$ cat src/rtl/breathe_pwm_engine.sv
// breathe_pwm_engine: shared triangular brightness ramp ("breathe") converted to
// PWM and gated onto three LED channels. Flags each dark point at the end of a
// full breathe cycle so the upstream colour sequencer can switch colours safely.
module breathe_pwm_engine #(
    parameter int unsigned PWM_BITS       = 8,
    parameter int unsigned PERIOD_W       = 32,
    parameter bit          OUT_ACTIVE_LOW = 1'b0
) (
    input  logic                Sys_Clk0,
    input  logic                Sys_Clk0_Rst,
    input  logic [PERIOD_W-1:0] period,
    input  logic [2:0]          enable,
    output logic [2:0]          led_o,
    output logic [PWM_BITS-1:0] level_o,
    output logic                cycle_end_o
);

    typedef enum logic {
        ST_INHALE = 1'b0,
        ST_EXHALE = 1'b1
    } state_t;

    localparam logic [PWM_BITS-1:0] LVL_MAX  = {PWM_BITS{1'b1}};
    localparam logic [PWM_BITS-1:0] LVL_ZERO = {PWM_BITS{1'b0}};
    localparam logic [PWM_BITS-1:0] LVL_ONE  = {{(PWM_BITS-1){1'b0}}, 1'b1};
    localparam logic [PERIOD_W-1:0] PER_ZERO = {PERIOD_W{1'b0}};
    localparam logic [PERIOD_W-1:0] PER_ONE  = {{(PERIOD_W-1){1'b0}}, 1'b1};
    localparam logic [2:0]          LED_RST  = OUT_ACTIVE_LOW ? 3'b111 : 3'b000;

    logic [PWM_BITS-1:0] pwm_cnt_q;
    logic [PWM_BITS-1:0] pwm_cnt_d;
    logic [PERIOD_W-1:0] step_cnt_q;
    logic [PERIOD_W-1:0] step_cnt_d;
    logic [PERIOD_W-1:0] period_m1_s;
    logic                tick_s;
    logic                idle_s;
    state_t              state_q;
    logic [PWM_BITS-1:0] level_q;
    logic                cycle_end_q;
    logic [2:0]          led_on_s;
    logic [2:0]          led_d;
    logic [2:0]          led_q;

    // Step timing: a period of 0 behaves like 1; the >= compare makes a
    // shrinking period end the current step on the very next clock.
    always_comb begin
        period_m1_s = PER_ZERO;
        if (period == PER_ZERO) begin
            period_m1_s = PER_ZERO;
        end else begin
            period_m1_s = period - PER_ONE;
        end
        idle_s = (enable == 3'b000);
        tick_s = (step_cnt_q >= period_m1_s);
    end

    // Next-state for the free-running PWM counter and the step counter.
    always_comb begin
        pwm_cnt_d  = pwm_cnt_q + LVL_ONE;
        step_cnt_d = step_cnt_q + PER_ONE;
        if (idle_s) begin
            step_cnt_d = PER_ZERO;
        end else if (tick_s) begin
            step_cnt_d = PER_ZERO;
        end else begin
            step_cnt_d = step_cnt_q + PER_ONE;
        end
    end

    // Per-channel PWM compare, polarity applied before the output register.
    always_comb begin
        led_on_s = 3'b000;
        for (int i = 0; i < 3; i++) begin
            if (enable[i] && (level_q > pwm_cnt_q)) begin
                led_on_s[i] = 1'b1;
            end else begin
                led_on_s[i] = 1'b0;
            end
        end
        if (OUT_ACTIVE_LOW) begin
            led_d = ~led_on_s;
        end else begin
            led_d = led_on_s;
        end
    end

    // Counter registers.
    always_ff @(posedge Sys_Clk0 or posedge Sys_Clk0_Rst) begin
        if (Sys_Clk0_Rst) begin
            pwm_cnt_q  <= LVL_ZERO;
            step_cnt_q <= PER_ZERO;
        end else begin
            pwm_cnt_q  <= pwm_cnt_d;
            step_cnt_q <= step_cnt_d;
        end
    end

    // Breathe FSM: ramps level up then down, clamping at the turnarounds,
    // and pulses cycle_end when the falling ramp leaves the dark point.
    always_ff @(posedge Sys_Clk0 or posedge Sys_Clk0_Rst) begin
        if (Sys_Clk0_Rst) begin
            state_q     <= ST_INHALE;
            level_q     <= LVL_ZERO;
            cycle_end_q <= 1'b0;
        end else if (idle_s) begin
            state_q     <= ST_INHALE;
            level_q     <= LVL_ZERO;
            cycle_end_q <= 1'b0;
        end else begin
            cycle_end_q <= 1'b0;
            if (tick_s) begin
                case (state_q)
                    ST_INHALE: begin
                        if (level_q == LVL_MAX) begin
                            state_q <= ST_EXHALE;
                        end else begin
                            level_q <= level_q + LVL_ONE;
                        end
                    end
                    ST_EXHALE: begin
                        if (level_q == LVL_ZERO) begin
                            state_q     <= ST_INHALE;
                            cycle_end_q <= 1'b1;
                        end else begin
                            level_q <= level_q - LVL_ONE;
                        end
                    end
                    default: begin
                        state_q <= ST_INHALE;
                        level_q <= LVL_ZERO;
                    end
                endcase
            end
        end
    end

    // LED output register.
    always_ff @(posedge Sys_Clk0 or posedge Sys_Clk0_Rst) begin
        if (Sys_Clk0_Rst) begin
            led_q <= LED_RST;
        end else begin
            led_q <= led_d;
        end
    end

    assign led_o       = led_q;
    assign level_o     = level_q;
    assign cycle_end_o = cycle_end_q;

endmodule

$ cat config.mk
export PLATFORM = sky130hd
export DESIGN_NAME = breathe_pwm_engine
export DESIGN_NICKNAME = d
export VERILOG_FILES = /design/src/rtl/breathe_pwm_engine.sv
export SDC_FILE = /design/constraint.sdc
export NUM_CORES = 1
export LEC_CHECK = 0
export BUFFER_PORTS_ARGS = -buffer_cell sky130_fd_sc_hd__buf_2
export CAP_MARGIN = 20
export CORE_UTILIZATION = 30
export DETAILED_ROUTE_END_ITERATION = 16
export HOLD_SLACK_MARGIN = 0.06
export PLACE_DENSITY_LB_ADDON = 0.2
export SLEW_MARGIN = 20
export SYNTH_ARGS = -nofsm -noshare
export SYNTH_HDL_FRONTEND = slang
export SYNTH_SLANG_ARGS = --single-unit
$ cat constraint.sdc
create_clock -name Sys_Clk0 -period 4.5 [get_ports Sys_Clk0]
set_clock_uncertainty 0.1 [all_clocks]
set_input_delay 0.9 -clock Sys_Clk0 [delete_from_list [all_inputs] [get_ports Sys_Clk0]]
set_output_delay 0.9 -clock Sys_Clk0 [all_outputs]
set_load 0.02 [all_outputs]
==> summary.md <==
| Metric | Value |
|---|---|
| Global-route wire length before repair | 18600 microns |
| Slew @ Worst Pin | 0.780 ns |
| CTS H-tree depth | 2 |
| HP Class | flop to flop |
| RD Place Congestion | 0.803 |
| Critical Path Source Type | input pin |
| CTS sink count | 53 |
| VDD IR-drop max | about 0.00012 V |
| Worst r2r src | step_cnt_q[27]$_DFF_PP0_ |
| Diode count | 0 |
| Core Region | 14000 sq um |
| Vias in the first global route | 3975 |
| FF+latch count, synth | 53 |
| Worst slack, placed | -0.431 ns |
| Gate Count Post-Synth | between 500 and 600 |
| FILL cells | between 1000 and 1500 |
| Fin crit period | 4.45 ns |
| CP max FO | 15 |
| Via count | about 4000 |
| Die area | 14900 sq um |
| Largest net degree at the start of global routing | 32 |
| Crit-path cells | buf_6, or4_4, or4_4, or2_4, nor3_4, xor2_1, nand2_1, ha_4, a21o_1, a221o_1, a221oi_4, o21ai_2, a211o_4, clkbuf_16, nor2_1 |
| Largest cells by area after synthesis | dfrtp_1, ha_1, xnor2_1, xor2_1, nand2_1 |
| 1st-iter DRT viols | about 150 |
| Worst setup path start | period[11] |
| Fmax | 225 MHz |
| Row cnt | 43 |
| Levels on crit path | 15 |
| Syn Area/Cell | ~8.6 sq um |
| R2R cell count | 8 |
| CTS tree | done |
| RSZ-0062 raised after global routing | true |
| DIE WIDTH | ~120 microns |
| HPWL after detailed placement | 8690 microns |
| CTS root buf | clkbuf_16 |
| Post-synth EDFFs | 0 |
| Leakage Power | approximately 2.8 nW |
| Final Setup Violations | 0 |
| Sequential fraction of the synthesis area | 0.306 |
| Syn nets | 594 |
| Status | completed |
| Vias/cell | 4.92 |
| Clk buf depth | 2 |
| Clock Latency Late Sink | slightly below 0.3 ns |
| Post-route ant nets | 0 |
| Fin crit share | 0.988 |
| Starting Density | 0.309 |
| Drt wl/cell | 14.4 microns |
| DRC viols | 0 |
| GR Overflow Total | 0 |
| Final #Nets | 700 |
| I/O pin count | 49 |
| Slowest cell on the critical path | or4_4 |
| TritonCTS Buffers | 5 |
| Fraction of layout instances using a drive strength above 1 | 0.250 |
| Top_reg_cell synth | dfrtp_1 |
| WP data arrival | around 4.6 ns |
| Reg clk slew, reported paths | 0.07 ns |
| CP top delay family | simple AND/OR/NAND/NOR gates |
| Cell variety after synth | 47 |
| Buf+Inv Stages, Crit Path | 2 |
| Cell area after synthesis | 4330 sq um |
| Biggest area consumer among synthesized cells | dfrtp_1 |
| Drt pass-1 iters | 4 |
| Drt total wl | 11400 microns |
| Cell repeated most along the worst path | or4_4 |
| R2r endpoint | step_cnt_q[2]$_DFF_PP0_ |
| Slew Limit Headroom | 0.476 |
| Crit-path max cell delay | 0.53 ns |
| Critical path endpoint | step_cnt_q[2]$_DFF_PP0_ |
| Layout overhead on the synthesized area | 30.2% |
| Final TNS setup | 0 ns |
| CTS Hold Bufs | 0 |
| Final Max Tran Viols | 0 |
| Final WS setup | 0.0548 ns |
| Hold WS | roughly 0.38 ns |
| Max cap viols | 0 |
| Yosys top cell area share | 0.306 |
| GR Util All Layers | 0.157 |
| Final Hold Fails | 0 |
| Initial antenna violation count | 0 |
| I/O Buffers | 48 |
| Critical Path End Type | flop |
| Worst R2R Setup Slack | 1.94 ns |
| Pwr dens | roughly 210 nW/um^2 |
| Crit path kind | input pin to flop |
| Ys async rst share | 1.00 |
| Crit path required time | around 4.6 ns |
| Die Y | 122 microns |
| Yosys warns | 0 |
[repair_timing]
item	in CTS	in global routing
buffers inserted	0	2
endpoints found under the setup margin	41	42
resized for setup	5	33
cloned	0	2
pin swaps	3	13
[flip-flops by register name, indices dropped and copies added (netlist names)]
register,flops
led_o,3
cycle_end_o,1
step_cnt_q,32
level_o,8
state_q,1
pwm_cnt_q,8
[where the power goes]
group,switching [mW],internal (mW)
clock,0.175,0.264
combinational,0.111,0.0997
sequential,0.0255,0.495
[cells by family after synthesis]
kind of cell / count (synthesis) / share of synthesized area
AOI/OAI and AO/OA: 55 / 0.0812
muxes: 6 / 0.0139
adders and majority gates: 51 / 0.149
xor gates and xnor gates: 67 / 0.136
DFF: 53 / 0.306
and+or+nand+nor: 243 / 0.285
buffers and inverters: 31 / 0.0283
[layout make-up]
type	instances	area, sq um	area share
Inverter	22	82.6	0.0147
Clock buffer	6	129	0.0229
Multi-Input combinational cell	422	3060	0.544
Timing Repair Buffer	108	768	0.136
Tap cell	180	225	0.0400
Sequential cell	53	1330	0.235
Clock inverter	2	38.8	0.00688
[routing by layer]
layer  global-route usage  vias up  routed length, microns
li1                     -     1994                       -
met5                    0        -                       0
met2                0.264       62                    5260
met3               0.0187       17                     396
met4               0.0412        0                     197
met1                0.211     1832                    5580
[worst reg2reg max path, cell delays in order (launching register included)]
cell	delay (ns)
dfrtp_1	0.44
ha_1	0.33
and2_4	0.16
a221o_1	0.33
a221oi_4	0.36
o21ai_2	0.13
a211o_4	0.33
clkbuf_16	0.20
nor2_1	0.11
[cells in the mapped netlist, types with 3 or more instances]
master	number
nand3_1	21
nand2_1	73
nor2b_1	3
nand3b_1	4
o21ai_0	11
buf_2	5
nor3_2	3
nor3b_1	5
or3_1	5
nor4_1	10
mux2i_1	6
nor3_1	16
a21o_1	5
clkbuf_1	4
xnor2_1	34
and4_1	3
nor2_1	58
and3_1	9
dfrtp_1	53
nand4_1	16
inv_1	22
a211oi_1	6
xor2_1	33
ha_1	50
or4_4	4
a21oi_1	17
[per-stage QoR]
stage                util  area (sq um)  power (mW)  cells
floorplan               -          4350       0.640    506
global placement    0.372          5200       0.722    781
detailed placement  0.372          5200       0.724    781
CTS                 0.386          5410        1.17    789
global route        0.403          5630        1.24    793
finish              0.403          5630        1.17    793
[layout by cell type (no fill, tap or decap), types with 15 or more instances in the layout]
master and count:
xnor2_1 34, nor2_1 53, nand2_1 73, buf_4 54
ha_1 46, buf_2 45, nand3_1 20, inv_1 21
dfrtp_1 53, nor3_1 15, a21oi_1 15, nand4_1 16
xor2_1 33
[worst min-delay path by stage]
stage,startpoint,end,slack (ns),cells past startpoint
after detailed placement,pwm_cnt_q[7]$_DFF_PP0_,pwm_cnt_q[7]$_DFF_PP0_,0.36,1
after global placement,pwm_cnt_q[7]$_DFF_PP0_,pwm_cnt_q[7]$_DFF_PP0_,0.37,1
after floorplan,pwm_cnt_q[7]$_DFF_PP0_,pwm_cnt_q[7]$_DFF_PP0_,0.35,1
final,pwm_cnt_q[7]$_DFF_PP0_,pwm_cnt_q[7]$_DFF_PP0_,0.38,1
after CTS,pwm_cnt_q[7]$_DFF_PP0_,pwm_cnt_q[7]$_DFF_PP0_,0.38,1
after global routing,pwm_cnt_q[7]$_DFF_PP0_,pwm_cnt_q[7]$_DFF_PP0_,0.39,1
Note: power is estimated with default switching activity, not from simulation.
